--- src/rtl/lsu_pkg.sv ---
// Shared encodings for the load/store control stage: access sizes, response
// error codes, FSM states and the latched-request record.
package lsu_pkg;

  localparam logic [1:0] SZ_BYTE = 2'b00;
  localparam logic [1:0] SZ_HALF = 2'b01;
  localparam logic [1:0] SZ_WORD = 2'b10;

  localparam logic [1:0] ERR_NONE    = 2'b00;
  localparam logic [1:0] ERR_ALIGN   = 2'b01;
  localparam logic [1:0] ERR_TIMEOUT = 2'b10;

  typedef enum logic [1:0] {
    ST_IDLE   = 2'd0,
    ST_ACCESS = 2'd1,
    ST_RESP   = 2'd2
  } lsu_state_e;

  // Only the fields still needed once the bus outputs are registered.
  typedef struct packed {
    logic       we;
    logic [1:0] size;
    logic       sign;
    logic [1:0] off;
  } lsu_lat_t;

  function automatic logic req_illegal(input logic [1:0] size, input logic [1:0] off);
    case (size)
      SZ_BYTE: return 1'b0;
      SZ_HALF: return off[0];
      SZ_WORD: return |off;
      default: return 1'b1;
    endcase
  endfunction

endpackage

--- src/rtl/lsu_align.sv ---
// Byte-lane steering: store strobes and replicated store data, plus
// lane extraction and sign/zero extension of load data.
module lsu_align
  import lsu_pkg::*;
(
  input  logic [1:0]  size_i,
  input  logic        sign_i,
  input  logic [1:0]  off_i,
  input  logic [31:0] wdata_i,
  input  logic [31:0] rdata_i,
  output logic [3:0]  we_o,
  output logic [31:0] wdata_o,
  output logic [31:0] ldata_o
);

  logic [7:0]  lane_b;
  logic [15:0] lane_h;

  always_comb begin
    lane_b  = rdata_i[{off_i, 3'b000} +: 8];
    lane_h  = rdata_i[{off_i[1], 4'b0000} +: 16];
    we_o    = 4'b1111;
    wdata_o = wdata_i;
    ldata_o = rdata_i;
    case (size_i)
      SZ_BYTE: begin
        we_o    = 4'b0001 << off_i;
        wdata_o = {4{wdata_i[7:0]}};
        ldata_o = {{24{sign_i & lane_b[7]}}, lane_b};
      end
      SZ_HALF: begin
        we_o    = off_i[1] ? 4'b1100 : 4'b0011;
        wdata_o = {2{wdata_i[15:0]}};
        ldata_o = {{16{sign_i & lane_h[15]}}, lane_h};
      end
      default: ;
    endcase
  end

endmodule

--- src/rtl/lsu_ctrl.sv ---
// Load/store control: single outstanding request, word-addressed bus with
// strobes, ack timeout, and extended load data returned in a one-cycle pulse.
module lsu_ctrl
  import lsu_pkg::*;
#(
  parameter int TIMEOUT = 255
) (
  input  logic        clk,
  input  logic        rst,
  input  logic        req_valid,
  output logic        req_ready,
  input  logic        req_we,
  input  logic [1:0]  req_size,
  input  logic        req_sign,
  input  logic [31:0] req_addr,
  input  logic [31:0] req_wdata,
  output logic        mem_en,
  output logic [3:0]  mem_we,
  output logic [31:0] mem_addr,
  output logic [31:0] mem_wdata,
  input  logic [31:0] mem_rdata,
  input  logic        mem_ack,
  output logic        resp_valid,
  output logic [31:0] resp_data,
  output logic [1:0]  resp_err,
  output logic        stall
);

  localparam int CW = (TIMEOUT > 0) ? $clog2(TIMEOUT + 1) : 1;

  lsu_state_e  state_q, state_d;
  lsu_lat_t    lat_q, lat_d;
  logic [CW-1:0] cnt_q, cnt_d, cnt_inc;
  logic        en_q, en_d;
  logic [3:0]  we_q, we_d;
  logic [31:0] addr_q, addr_d;
  logic [31:0] wd_q, wd_d;
  logic        rv_q, rv_d;
  logic [31:0] rdata_q, rdata_d;
  logic [1:0]  err_q, err_d;

  logic        idle;
  logic [1:0]  al_size, al_off;
  logic        al_sign;
  logic [3:0]  al_we;
  logic [31:0] al_wdata, al_ldata;

  assign idle = (state_q == ST_IDLE);

  // Steer the incoming request in IDLE, the latched one while accessing.
  assign al_size = idle ? req_size     : lat_q.size;
  assign al_sign = idle ? req_sign     : lat_q.sign;
  assign al_off  = idle ? req_addr[1:0] : lat_q.off;

  lsu_align u_align (
    .size_i  (al_size),
    .sign_i  (al_sign),
    .off_i   (al_off),
    .wdata_i (req_wdata),
    .rdata_i (mem_rdata),
    .we_o    (al_we),
    .wdata_o (al_wdata),
    .ldata_o (al_ldata)
  );

  assign cnt_inc = cnt_q + CW'(1);

  always_comb begin
    state_d = state_q;
    lat_d   = lat_q;
    cnt_d   = cnt_q;
    en_d    = en_q;
    we_d    = we_q;
    addr_d  = addr_q;
    wd_d    = wd_q;
    rv_d    = 1'b0;
    rdata_d = '0;
    err_d   = ERR_NONE;
    case (state_q)
      ST_IDLE: begin
        cnt_d = '0;
        if (req_valid) begin
          lat_d = '{we: req_we, size: req_size, sign: req_sign, off: req_addr[1:0]};
          if (req_illegal(req_size, req_addr[1:0])) begin
            state_d = ST_RESP;
            rv_d    = 1'b1;
            err_d   = ERR_ALIGN;
          end else begin
            state_d = ST_ACCESS;
            en_d    = 1'b1;
            we_d    = req_we ? al_we : 4'b0000;
            addr_d  = {req_addr[31:2], 2'b00};
            wd_d    = al_wdata;
          end
        end
      end
      ST_ACCESS: begin
        cnt_d = cnt_inc;
        // Ack is checked first so it wins over a simultaneous timeout.
        if (mem_ack) begin
          state_d = ST_RESP;
          en_d    = 1'b0;
          we_d    = 4'b0000;
          rv_d    = 1'b1;
          rdata_d = lat_q.we ? 32'h0 : al_ldata;
        end else if (TIMEOUT != 0 && cnt_inc == CW'(TIMEOUT)) begin
          state_d = ST_RESP;
          en_d    = 1'b0;
          we_d    = 4'b0000;
          rv_d    = 1'b1;
          err_d   = ERR_TIMEOUT;
        end
      end
      ST_RESP: state_d = ST_IDLE;
      default: state_d = ST_IDLE;
    endcase
  end

  always_ff @(posedge clk) begin
    if (rst) begin
      state_q <= ST_IDLE;
      lat_q   <= '0;
      cnt_q   <= '0;
      en_q    <= 1'b0;
      we_q    <= 4'b0000;
      addr_q  <= '0;
      wd_q    <= '0;
      rv_q    <= 1'b0;
      rdata_q <= '0;
      err_q   <= ERR_NONE;
    end else begin
      state_q <= state_d;
      lat_q   <= lat_d;
      cnt_q   <= cnt_d;
      en_q    <= en_d;
      we_q    <= we_d;
      addr_q  <= addr_d;
      wd_q    <= wd_d;
      rv_q    <= rv_d;
      rdata_q <= rdata_d;
      err_q   <= err_d;
    end
  end

  assign req_ready  = idle;
  assign stall      = (state_q == ST_ACCESS) | (idle & req_valid);
  assign mem_en     = en_q;
  assign mem_we     = we_q;
  assign mem_addr   = addr_q;
  assign mem_wdata  = wd_q;
  assign resp_valid = rv_q;
  assign resp_data  = rdata_q;
  assign resp_err   = err_q;

endmodule

--- config.mk ---
export PLATFORM = sky130hd
export DESIGN_NAME = lsu_ctrl
export DESIGN_NICKNAME = d
export VERILOG_FILES = /design/src/rtl/lsu_pkg.sv /design/src/rtl/lsu_align.sv /design/src/rtl/lsu_ctrl.sv
export SDC_FILE = /design/constraint.sdc
export NUM_CORES = 1
export LEC_CHECK = 0
export ABC_AREA = 0
export ABC_CLOCK_PERIOD_IN_PS = 3200
export CORE_MARGIN = 2
export CORE_UTILIZATION = 45
export DETAILED_ROUTE_END_ITERATION = 8
export GPL_TIMING_DRIVEN = 0
export HOLD_SLACK_MARGIN = 0.03
export PLACE_DENSITY = 0.81
export SLEW_MARGIN = 5
export SYNTH_ARGS = -nofsm -noshare
export SYNTH_HDL_FRONTEND = slang
export SYNTH_HIERARCHICAL = 1
export SYNTH_SLANG_ARGS = --single-unit
--- constraint.sdc ---
create_clock -name clk -period 3.2 [get_ports clk]
set_input_delay 0.64 -clock clk [delete_from_list [all_inputs] [get_ports clk]]
set_output_delay 0.64 -clock clk [all_outputs]
set_load 0.05 [all_outputs]
# After elaboration in Yosys (flattened, before gate mapping)
# Index checks and enable logic that the tools add are counted.
word_totals:
  out_inout_bits: 106
  ff_bits: 118
  word_cells: 79
op_classes:
  mux: 37
  n_shift: 3
  eq_ne: 8
  n_reduce_logical: 10
  bitwise_logic: 7
  n_addsub: 1
ops:
  columns: ["op", "n"]
  rows:
  - ["32-bit case mux with 2 select lines", 2]
  - ["32-bit by 6-bit indexed part select with 16-bit output", 1]
  - ["32-bit by 6-bit indexed part select with 8-bit output", 1]
  - ["4-bit two-way mux", 6]
  - ["2-bit two-way mux", 8]
  - ["4-bit case mux with 2 select lines", 2]
  - ["8-bit case mux with 2 select lines", 1]
  - ["1-bit two-way mux", 13]
  - ["8-bit by 1-bit adder with 8-bit output, second input constant", 1]
  - ["8-bit == test, second input constant", 1]
  - ["2-bit case mux with 2 select lines", 2]
  - ["2-bit by 1-bit == test with 1-bit output, second input constant", 3]
  - ["2-bit logical NOT", 3]
  - ["2-bit inequality test, second input constant", 2]
  - ["1-bit case mux with 2 select lines", 2]
  - ["2-bit AND reduction", 2]
  - ["4-bit AND reduction", 1]
  - ["4-bit OR reduction", 1]
  - ["1-bit by 2-bit left shift with 4-bit output, first input constant", 1]
  - ["1-bit AND", 3]
  - ["3-bit inequality test, second input constant", 1]
  - ["1-bit inverter", 3]
  - ["1-bit case mux with 3 select lines", 1]
  - ["3-bit AND reduction", 1]
  - ["4 further kinds", 4]

# Logic depth before layout (Yosys ltp)
# Gate-level depths: netlist of the first run.
depth:
  word_depth: 8
  depth_mapped: 11
  ltp_nobuf: 8

# Hierarchy
# Netlist of the first run, hierarchy kept.
by_module_without_submodules:
  columns: ["mod", "n_inst", "cells_each", "area_each_um2"]
  rows:
  - ["lsu_ctrl", 1, 493, 4316.6]
  - ["lsu_align", 1, 171, 1277.5]

# Least setup slack after synthesis of the first run
# OpenSTA, ideal clock, no wires.
synth_path:
  path_kind: "flip-flop to flip-flop"
  startpoint: "reg state_q[0]"
  endpoint: "reg wd_q[10] (netlist: mem_wdata[10])"
  path_stages_with_launch: 11
  setup_ps: 132
  arrival_time_ps: 2755
  setup_slack_ps: 313
  path_cell_list: "dfxtp_1 buf_2 nor2_1 mux2_2 buf_2 or2_1 clkbuf_1 buf_6 mux2_4 nand2_1 a21oi_1"
synth_between:
  elab_chain_cells: 4
  word_cells_on_any_way: 6
synth_rtl:
  columns: ["element", "line_no", "source"]
  rows:
  - ["start: declaration", "lsu_ctrl.sv:31", "lsu_state_e state_q, state_d;"]
  - ["start signal: assignment", "lsu_ctrl.sv:132", "state_q <= state_d;"]
  - ["2-bit logical NOT *", "lsu_ctrl.sv:48", "assign idle = (state_q == ST_IDLE);"]
  - ["named net req_ready", "lsu_ctrl.sv:11", "output logic req_ready,"]
  - ["2-bit two-way mux *", "lsu_ctrl.sv:51", "assign al_size = idle ? req_size : lat_q.size;"]
  - ["named net al_size[0]", "lsu_ctrl.sv:43", "logic [1:0] al_size, al_off;"]
  - ["2-bit by 1-bit == test with 1-bit output / 2-bit logical NOT (equally long branches)", "lsu_align.sv:25", "case (size_i)"]
  - ["32-bit case mux with 2 select lines *", "lsu_align.sv:25", null]
  - ["named net al_wdata[10]", "lsu_ctrl.sv:46", "logic [31:0] al_wdata, al_ldata;"]
  - ["end signal: assignment", "lsu_ctrl.sv:138", "wd_q <= wd_d;"]
  - ["end: declaration", "lsu_ctrl.sv:37", "logic [31:0] wd_q, wd_d;"]
# Mark *: on every way through the listed nets, which the timed path passes. The rest lies on a longest branch.
# A chain may end at the register's enable or synchronous reset.

# Worst setup path after layout of the first run
layout_path:
  startpoint: "in req_valid"
  endpoint: "out stall"
layout_between:
  elab_chain_cells: 2
layout_rtl:
  columns: ["element", "line_no", "source"]
  rows:
  - ["start: declaration", "lsu_ctrl.sv:10", "input logic req_valid,"]
  - ["1-bit AND", "lsu_ctrl.sv:146", "assign stall = (state_q == ST_ACCESS) | (idle & req_valid);"]
  - ["1-bit bitwise OR", "lsu_ctrl.sv:146", null]
  - ["end: declaration", "lsu_ctrl.sv:26", "output logic stall"]
# Every way passes these cells.

==> impl_metrics.env, run 1 <==
export IMPL_post_route_drc_count=0
export IMPL_synthSimpleGateAreaFrac_pct=22.3
export IMPL_yosysSeqAreaShare_pct=42.2
export IMPL_setup_viol=0
export IMPL_finalNetCount=997
export IMPL_ys_warn_count=6
export IMPL_fin_crit_sh_pct=92.3
export IMPL_areaGrowthSynthToFinish_pct=51.3
export IMPL_cts_buffers=17
export IMPL_final_util_pct=70.2
export IMPL_fp_dieW_um=115
export IMPL_ir_worst_vdd_uv=369
export IMPL_fp_dieH_um=115
export IMPL_synth_xor_area_share_pct=0.313
export IMPL_power_total_mw=4.65
export IMPL_route_met3_wl_um=1490
export IMPL_wirelength_met1_um=6820
export IMPL_layout_drive_gt1_share_pct=11.1
export IMPL_ys_ff_latch=118
export IMPL_worst_setup_path_type="in -> out"
export IMPL_max_cap_violations=0
export IMPL_design_area_um2=8470
export IMPL_tritoncts="done"
export IMPL_grt_pass1_wl_um=27400
export IMPL_dpl_cell_area_um2=7880
export IMPL_worstSkewPairLatency_ns=0.42
export IMPL_synth_cell_types=59
export IMPL_fmax_mhz=339
export IMPL_synth_edf_count=0
export IMPL_relSlewSlack_pct=62.6
export IMPL_hold_worst_slack_ns=0.453
export IMPL_dieArea_um2=13300
export IMPL_cp_arrival_ns=2.31
export IMPL_crit_fanout=9
export IMPL_core_area_um2=12100
export IMPL_postRouteAntennaNets=0
export IMPL_routed_wl_um=17500
export IMPL_port_buffers=207
export IMPL_grt_max_degree=17
export IMPL_hold_path_class="reg -> reg"
export IMPL_grt_pass1_vias=5480
export IMPL_grtUsageTotal_pct=26.6
export IMPL_drtPass1Iterations=5
export IMPL_hpwl_um=13200
export IMPL_ys_flop_type="dfxtp_1"
export IMPL_finalMaxSlewViolations=0
export IMPL_tightestPinTransition_ns=0.559
export IMPL_p_leak_nw=3.19
export IMPL_clockRootBuffer="clkbuf_16"
export IMPL_met2_length_um=8660
export IMPL_highest_layer="met4"
export IMPL_synth_mux_area_fraction_pct=8.41
export IMPL_std_cell_rows=40
export IMPL_synthAdderAreaFrac_pct=0.447
export IMPL_status="finished, final reports clean"
export IMPL_synth_top_family_by_area="simple AND/OR/NAND/NOR gates"
export IMPL_fin_skew_ns=0.00844
export IMPL_hold_violations=0
export IMPL_io_pin_count=210
export IMPL_netlist_area_um2=5590
export IMPL_synth_compound_area_share_pct=18.9
export IMPL_antenna_found_initial=0
export IMPL_htree_levels=4
export IMPL_wire_per_inst_um=16.3
export IMPL_synthArstFlopShare_pct=0
export IMPL_drt_iter0_markers=305
export IMPL_period_minus_slack_ns=2.95
export IMPL_clock_sinks=118
export IMPL_synth_area_per_cell_um2=8.42
export IMPL_endpoint_kind="output pin"
export IMPL_required_ns=2.56
export IMPL_gp_congestion=0.928
export IMPL_n_antenna_cell=0
export IMPL_num_vias=5591
export IMPL_clk_path_buf_depth=2
export IMPL_rsz0062_at_grt="no"
export IMPL_initial_core_util_pct=46.4
export IMPL_synthCells=664
export IMPL_vias_per_cell=5.22
export IMPL_crit_path_start_kind="primary input"
export IMPL_cts_clk_slew_worst_paths_ns=0.05
export IMPL_p_per_area_nw_per_um2=549
export IMPL_gr_total_overflow=0
-- metal layers --
| layer | vias to the layer above | global-route usage [%] |
|---|---|---|
| met2 | 233 | 45.3 |
| met5 | - | 0 |
| met4 | 0 | 11.7 |
| met1 | 2601 | 30.5 |
| li1 | 2719 | - |
| met3 | 38 | 8.53 |
-- area by class of cell --
class                           count  area [um^2]
Fill cell                         948         3600
Sequential cell                   118         2360
Timing Repair Buffer              207         2070
Multi-Input combinational cell    481         2830
Tap cell                          168          210
Buffer                             63          399
Clock buffer                       23          488
Clock inverter                      9         98.8
Inverter                            3         11.3
-- report_power, final --
group | internal (mW) | switching (mW) | total, mW
sequential | 1.54 | 0.0354 | 1.58
clock | 1.22 | 0.662 | 1.88
combinational | 0.501 | 0.689 | 1.19
total | 3.26 | 1.39 | 4.65
-- kinds of logic after synthesis --
group	Yosys count
muxes	40
DFF	118
other	1
and+or+nand+nor	271
adders and majority gates	2
buffers and inverters	66
xor gates and xnor gates	2
AOI/OAI and AO/OA	164
-- sequential cells by signal, indices dropped and copies added, names as in the netlist --
signal and count:
cnt_q 8, lat_q 6, mem_addr 30, mem_en 1, mem_wdata 32, mem_we 4
resp_data 32, resp_err 2, resp_valid 1, state_q 2
-- cell usage after synthesis, types with 9 or more instances --
library cell / n / share of area, %
buf_4: 10 / 1.3
buf_2: 9 / 0.81
o21ai_0: 14 / 1.3
buf_6: 15 / 3.0
and2_1: 34 / 3.8
o22ai_1: 16 / 1.8
mux2_2: 14 / 2.8
nor2_1: 20 / 1.3
nor2b_1: 20 / 2.2
mux2i_1: 17 / 3.0
a21oi_1: 83 / 7.4
nand2_1: 169 / 11
dfxtp_1: 118 / 42
clkbuf_1: 28 / 1.9
-- critical path: stages --
cell	delay [ns]
clkdlybuf4s50_1	0.52
or3b_1	0.38
buf_6	0.15
nand2_1	0.05
dlygate4sd2_1	0.57
-- cell usage in the layout (no fill, tap or decap), drive strengths merged, types with 16 or more instances in the layout --
cell / Yosys / final
and2: 35 / 35
a21oi: 84 / 84
nor2: 20 / 20
clkdlybuf4s50: 0 / 206
nor2b: 20 / 20
mux2i: 17 / 17
o22ai: 16 / 16
buf: 34 / 34
mux2: 22 / 22
clkbuf: 29 / 52
nand2: 169 / 169
dfxtp: 118 / 118
-- final timing paths --
check                            from                  endpoint  slack, ns  cells after the start
min reg2reg  mem_addr[9]$_SDFFE_PP0P_  mem_addr[9]$_SDFFE_PP0P_       0.45                      2
min          mem_addr[9]$_SDFFE_PP0P_  mem_addr[9]$_SDFFE_PP0P_       0.45                      2
max                         req_valid                     stall       0.25                      5
max reg2reg   state_q[0]$_SDFFE_PP0P_   resp_data[9]$_SDFF_PP0_       0.54                      9
-- timing repair --
| item | CTS | global route |
|---|---|---|
| hold buffers | 0 | 0 |
| gates resized for setup | 1 | 0 |
| endpoints found under the setup margin | 1 | 0 |
| buffers inserted | 0 | 0 |
-- per-stage QoR --
step / TNS, ns / setup slack (ns) / std cells
3_5_place_dp: -0.00632 / -0.00632 / 1040
5_1_grt: 0 / 0.177 / 1072
3_3_place_gp: -0.00776 / -0.00776 / 1040
2_1_floorplan: 0 / 0.313 / 665
6_report: 0 / 0.246 / 1072
4_1_cts: 0 / 0.255 / 1072
(Power assumes the default switching activity.)
==> inputs of run 2 (changes only) <==
--- a/config.mk
+++ b/config.mk
@@ -11,8 +11,8 @@
 export CORE_UTILIZATION = 45
 export DETAILED_ROUTE_END_ITERATION = 8
 export GPL_TIMING_DRIVEN = 0
-export HOLD_SLACK_MARGIN = 0.03
 export PLACE_DENSITY = 0.81
+export SKIP_CTS_REPAIR_TIMING = 1
 export SLEW_MARGIN = 5
 export SYNTH_ARGS = -nofsm -noshare
 export SYNTH_HDL_FRONTEND = slang
==> impl_metrics.env, run 2 (synthesized netlist as in run 1, its figures left out) <==
export IMPL_status="finished, final reports clean"
export IMPL_vias_per_cell=5.22
export IMPL_rsz0062_at_grt="no"
export IMPL_tritoncts="done"
export IMPL_gp_congestion=0.928
export IMPL_max_cap_violations=0
export IMPL_cts_buffers=17
export IMPL_gr_total_overflow=0
export IMPL_p_leak_nw=3.20
export IMPL_drtPass1Iterations=5
export IMPL_areaGrowthSynthToFinish_pct=51.4
export IMPL_routed_wl_um=17500
export IMPL_period_minus_slack_ns=2.89
export IMPL_fp_dieH_um=115
export IMPL_relSlewSlack_pct=62.3
export IMPL_p_per_area_nw_per_um2=549
export IMPL_final_common_cell="clkdlybuf4s50_1"
export IMPL_place_ws_ns=-0.00632
export IMPL_setup_ws_ns=0.306
export IMPL_num_vias=5595
export IMPL_io_pin_count=210
export IMPL_n_antenna_cell=0
export IMPL_setup_viol=0
export IMPL_layout_drive_gt1_share_pct=11.1
export IMPL_std_cell_rows=40
export IMPL_fin_skew_ns=0.00720
export IMPL_clockRootBuffer="clkbuf_16"
export IMPL_initial_core_util_pct=46.4
export IMPL_crit_path_start_kind="register"
export IMPL_clock_sinks=118
export IMPL_fmax_mhz=346
export IMPL_grt_pass1_wl_um=27400
export IMPL_mostFrequentLayoutCells="206 x clkdlybuf4s50_1, 169 x nand2_1, 118 x dfxtp_1"
export IMPL_design_area_um2=8470
export IMPL_postRouteAntennaNets=0
export IMPL_drt_iter0_markers=302
export IMPL_worstSkewPairLatency_ns=0.42
export IMPL_grt_pass1_vias=5480
export IMPL_endpoint_kind="output pin"
export IMPL_crit_fanout=10
export IMPL_wire_per_inst_um=16.3
export IMPL_dpl_cell_area_um2=7880
export IMPL_fp_dieW_um=115
export IMPL_post_route_drc_count=0
export IMPL_cts_clk_slew_worst_paths_ns=0.05
export IMPL_grt_max_degree=17
export IMPL_htree_levels=4
export IMPL_antenna_found_initial=0
export IMPL_tightestPinTransition_ns=0.565
export IMPL_required_ns=2.56
export IMPL_fin_crit_sh_pct=90.4
export IMPL_finalNetCount=997
export IMPL_cp_arrival_ns=2.25
export IMPL_hold_violations=0
export IMPL_clk_path_buf_depth=2
export IMPL_worst_setup_path_type="reg -> out"
export IMPL_dieArea_um2=13300
export IMPL_core_area_um2=12100
export IMPL_port_buffers=207
export IMPL_grtUsageTotal_pct=26.6
export IMPL_finalMaxSlewViolations=0
export IMPL_ir_worst_vdd_uv=359
export IMPL_hold_path_class="reg -> reg"
export IMPL_hpwl_um=13200
run 2: cell types whose count changed in the layout (fill, tap and decap cells not counted), sizes merged:
cell,delta
dlygate4sd2,-1
dlymetal6s2s,+1
run 2: final cells by class:
type                            count  area (um^2)
Multi-Input combinational cell    481         2830
Clock buffer                       23          488
Sequential cell                   118         2360
Clock inverter                      9         98.8
Inverter                            3         11.3
Tap cell                          168          210
Fill cell                         947         3590
Timing Repair Buffer              207         2070
Buffer                             63          399
run 2: path summary, 6_finish.rpt:
kind | start | slack [ns] | endpoint | cells after the start
hold / removal | mem_addr[9]$_SDFFE_PP0P_ | 0.45 | mem_addr[9]$_SDFFE_PP0P_ | 2
setup reg to reg | state_q[0]$_SDFFE_PP0P_ | 0.55 | resp_data[11]$_SDFF_PP0_ | 9
setup / recovery | state_q[0]$_SDFFE_PP0P_ | 0.31 | req_ready | 3
hold reg to reg | mem_addr[9]$_SDFFE_PP0P_ | 0.45 | mem_addr[9]$_SDFFE_PP0P_ | 2
run 2: worst max-delay path: stages (launching register included):
cell             delay [ns]
dfxtp_1                0.30
buf_2                  0.18
nor2_1                 0.45
clkdlybuf4s50_1        0.91
run 2: power breakdown:
part	switching, mW	total, mW	internal [mW]
logic	0.689	1.19	0.503
registers	0.0354	1.58	1.54
clock network	0.660	1.88	1.22
run 2: per-layer routing:
layer	global-route usage [%]	wire, um	vias to the layer above
met2	45.3	8630	242
met3	8.53	1480	46
met4	11.7	551	0
li1	-	-	2722
met1	30.5	6810	2585
met5	0	0	-
run 2: per-stage QoR:
stage | hold WS (ns) | cells | TNS (ns) | total power, mW | utilization (%)
after floorplan | 0.434 | 665 | 0 | 2.37 | -
after global placement | 0.438 | 1040 | -0.00776 | 2.76 | 65.3
after detailed placement | 0.445 | 1040 | -0.00632 | 2.79 | 65.3
after CTS | 0.452 | 1072 | -0.0230 | 4.66 | 70.2
after global routing | 0.472 | 1072 | 0 | 4.83 | 70.2
final | 0.453 | 1072 | 0 | 4.65 | 70.2
==> inputs of run 3 (changes only) <==
--- a/config.mk
+++ b/config.mk
@@ -9,9 +9,11 @@
 export ABC_CLOCK_PERIOD_IN_PS = 3200
 export CORE_MARGIN = 2
 export CORE_UTILIZATION = 45
+export CTS_CLUSTER_SIZE = 12
 export DETAILED_ROUTE_END_ITERATION = 8
 export GPL_TIMING_DRIVEN = 0
 export PLACE_DENSITY = 0.81
+export RECOVER_POWER = 50
 export SKIP_CTS_REPAIR_TIMING = 1
 export SLEW_MARGIN = 5
 export SYNTH_ARGS = -nofsm -noshare
==> impl_metrics.env, run 3 (synthesized netlist as in run 1, its figures left out) <==
export IMPL_crit_path_max_incr_delay_ns=0.59
export IMPL_areaGrowthSynthToFinish_pct=51.0
export IMPL_hpwl_um=13200
export IMPL_routed_wl_um=17400
export IMPL_fin_crit_sh_pct=91.2
export IMPL_finalNetCount=997
export IMPL_initial_core_util_pct=46.4
export IMPL_hold_violations=0
export IMPL_crit_fanout=9
export IMPL_rsz0062_at_grt="no"
export IMPL_tritoncts="done"
export IMPL_path_delay_family="buffers and inverters"
export IMPL_fp_dieH_um=115
export IMPL_n_antenna_cell=0
export IMPL_htree_levels=4
export IMPL_max_cap_violations=0
export IMPL_startpoint="req_valid"
export IMPL_p_leak_nw=3.36
export IMPL_endpoint="stall"
export IMPL_mostFrequentLayoutCells="169 x nand2_1, 153 x clkdlybuf4s50_1, 118 x dfxtp_1"
export IMPL_gr_total_overflow=0
export IMPL_grt_max_degree=17
export IMPL_postRouteAntennaNets=0
export IMPL_relSlewSlack_pct=61.5
export IMPL_grt_pass1_wl_um=27400
export IMPL_vias_per_cell=5.22
export IMPL_io_pin_count=210
export IMPL_timing_rr_end="resp_data[11]$_SDFF_PP0_"
export IMPL_gp_congestion=0.928
export IMPL_fp_dieW_um=115
export IMPL_crit_chain="dlygate4sd3_1, or3b_1, buf_6, nand2_1, dlymetal6s2s_1"
export IMPL_fin_tns_setup_ns=0
export IMPL_setup_ws_ns=0.283
export IMPL_crit_slowest_cell="dlygate4sd3_1"
export IMPL_hold_path_class="reg -> reg"
export IMPL_num_vias=5595
export IMPL_path_buf_inv=3
export IMPL_fin_skew_ns=0.00895
export IMPL_worst_setup_path_type="in -> out"
export IMPL_drt_iter0_markers=341
export IMPL_tightestPinTransition_ns=0.577
export IMPL_std_cell_rows=40
export IMPL_dieArea_um2=13300
export IMPL_cts_clk_slew_worst_paths_ns=0.05
export IMPL_required_ns=2.56
export IMPL_crit_path_start_kind="primary input"
export IMPL_fmax_mhz=343
export IMPL_endpoint_kind="output pin"
export IMPL_power_total_mw=4.63
export IMPL_min_from="mem_addr[9]$_SDFFE_PP0P_"
export IMPL_port_buffers=207
export IMPL_clock_sinks=118
export IMPL_r2r_start="state_q[0]$_SDFFE_PP0P_"
export IMPL_rrSetupSlack_ns=0.55
export IMPL_worstSkewPairLatency_ns=0.42
export IMPL_cp_num_cells=5
export IMPL_setup_viol=0
export IMPL_post_route_drc_count=0
export IMPL_worstRegToRegCells=9
export IMPL_p_per_area_nw_per_um2=549
export IMPL_design_area_um2=8450
export IMPL_drtPass1Iterations=7
export IMPL_antenna_found_initial=0
export IMPL_clockRootBuffer="clkbuf_16"
export IMPL_cp_arrival_ns=2.28
export IMPL_place_ws_ns=-0.00632
export IMPL_wire_per_inst_um=16.3
export IMPL_dpl_cell_area_um2=7880
export IMPL_ir_worst_vdd_uv=366
export IMPL_grt_pass1_vias=5480
export IMPL_period_minus_slack_ns=2.92
export IMPL_status="finished, final reports clean"
export IMPL_cts_buffers=17
export IMPL_layout_drive_gt1_share_pct=10.7
export IMPL_grtUsageTotal_pct=26.6
export IMPL_finalMaxSlewViolations=0
export IMPL_final_common_cell="nand2_1"
export IMPL_clk_path_buf_depth=2
export IMPL_core_area_um2=12100
[run 3: changes by cell type in the layout (fill, tap and decap cells not counted)]
cell | before | now
clkdlybuf4s50_1 | 206 | 153
dlygate4sd3_1 | 0 | 53
buf_6 | 15 | 12
clkbuf_1 | 30 | 33
[run 3: worst min path at each step]
stage                           endpoint  slack, ns  cells past startpoint
3_5_place_dp   mem_addr[20]$_SDFFE_PP0P_       0.45                      2
6_report        mem_addr[9]$_SDFFE_PP0P_       0.45                      2
3_3_place_gp       lat_q[4]$_SDFFE_PP0P_       0.44                      2
4_1_cts         mem_addr[6]$_SDFFE_PP0P_       0.45                      2
2_1_floorplan      lat_q[0]$_SDFFE_PP0P_       0.43                      2
5_1_grt         mem_addr[9]$_SDFFE_PP0P_       0.47                      2
[run 3: metrics by stage]
step	utilization, %	hold WS [ns]	cells
finish	70.0	0.450	1072
global route	70.0	0.469	1072
CTS	70.2	0.452	1072
detailed placement	65.3	0.445	1040
global placement	65.3	0.438	1040
floorplan	-	0.434	665
[run 3: layout make-up]
type	count	area (um^2)
sequential	118	2360
clock buffer	23	488
inverter	3	11.3
fill	949	3610
clock inverter	9	98.8
timing repair buffer	207	2070
multi-input combinational	481	2830
tap	168	210
buffer	63	377
[run 3: layer usage]
layer,track usage [%],vias to the layer above,wire [um]
met2,45.3,241,8600
met1,30.5,2589,6780
met5,0,-,0
met3,8.53,45,1500
li1,-,2720,-
met4,11.7,0,547
[run 3: tightest hold or removal path: cells and delay by family (launching register included)]
| kind | cells | cell delay (ns) |
|---|---|---|
| flip-flops | 1 | 0.30 |
| AND/OR/NAND/NOR | 1 | 0.05 |
| AO/OA/AOI/OAI | 1 | 0.05 |
[run 3: power by group]
group          total, mW  internal, mW  leakage [nW]  switching (mW)
clock               1.88          1.22         0.296           0.659
combinational       1.18         0.490          2.11           0.688
sequential          1.58          1.54         0.959          0.0347
total               4.63          3.25          3.36            1.38
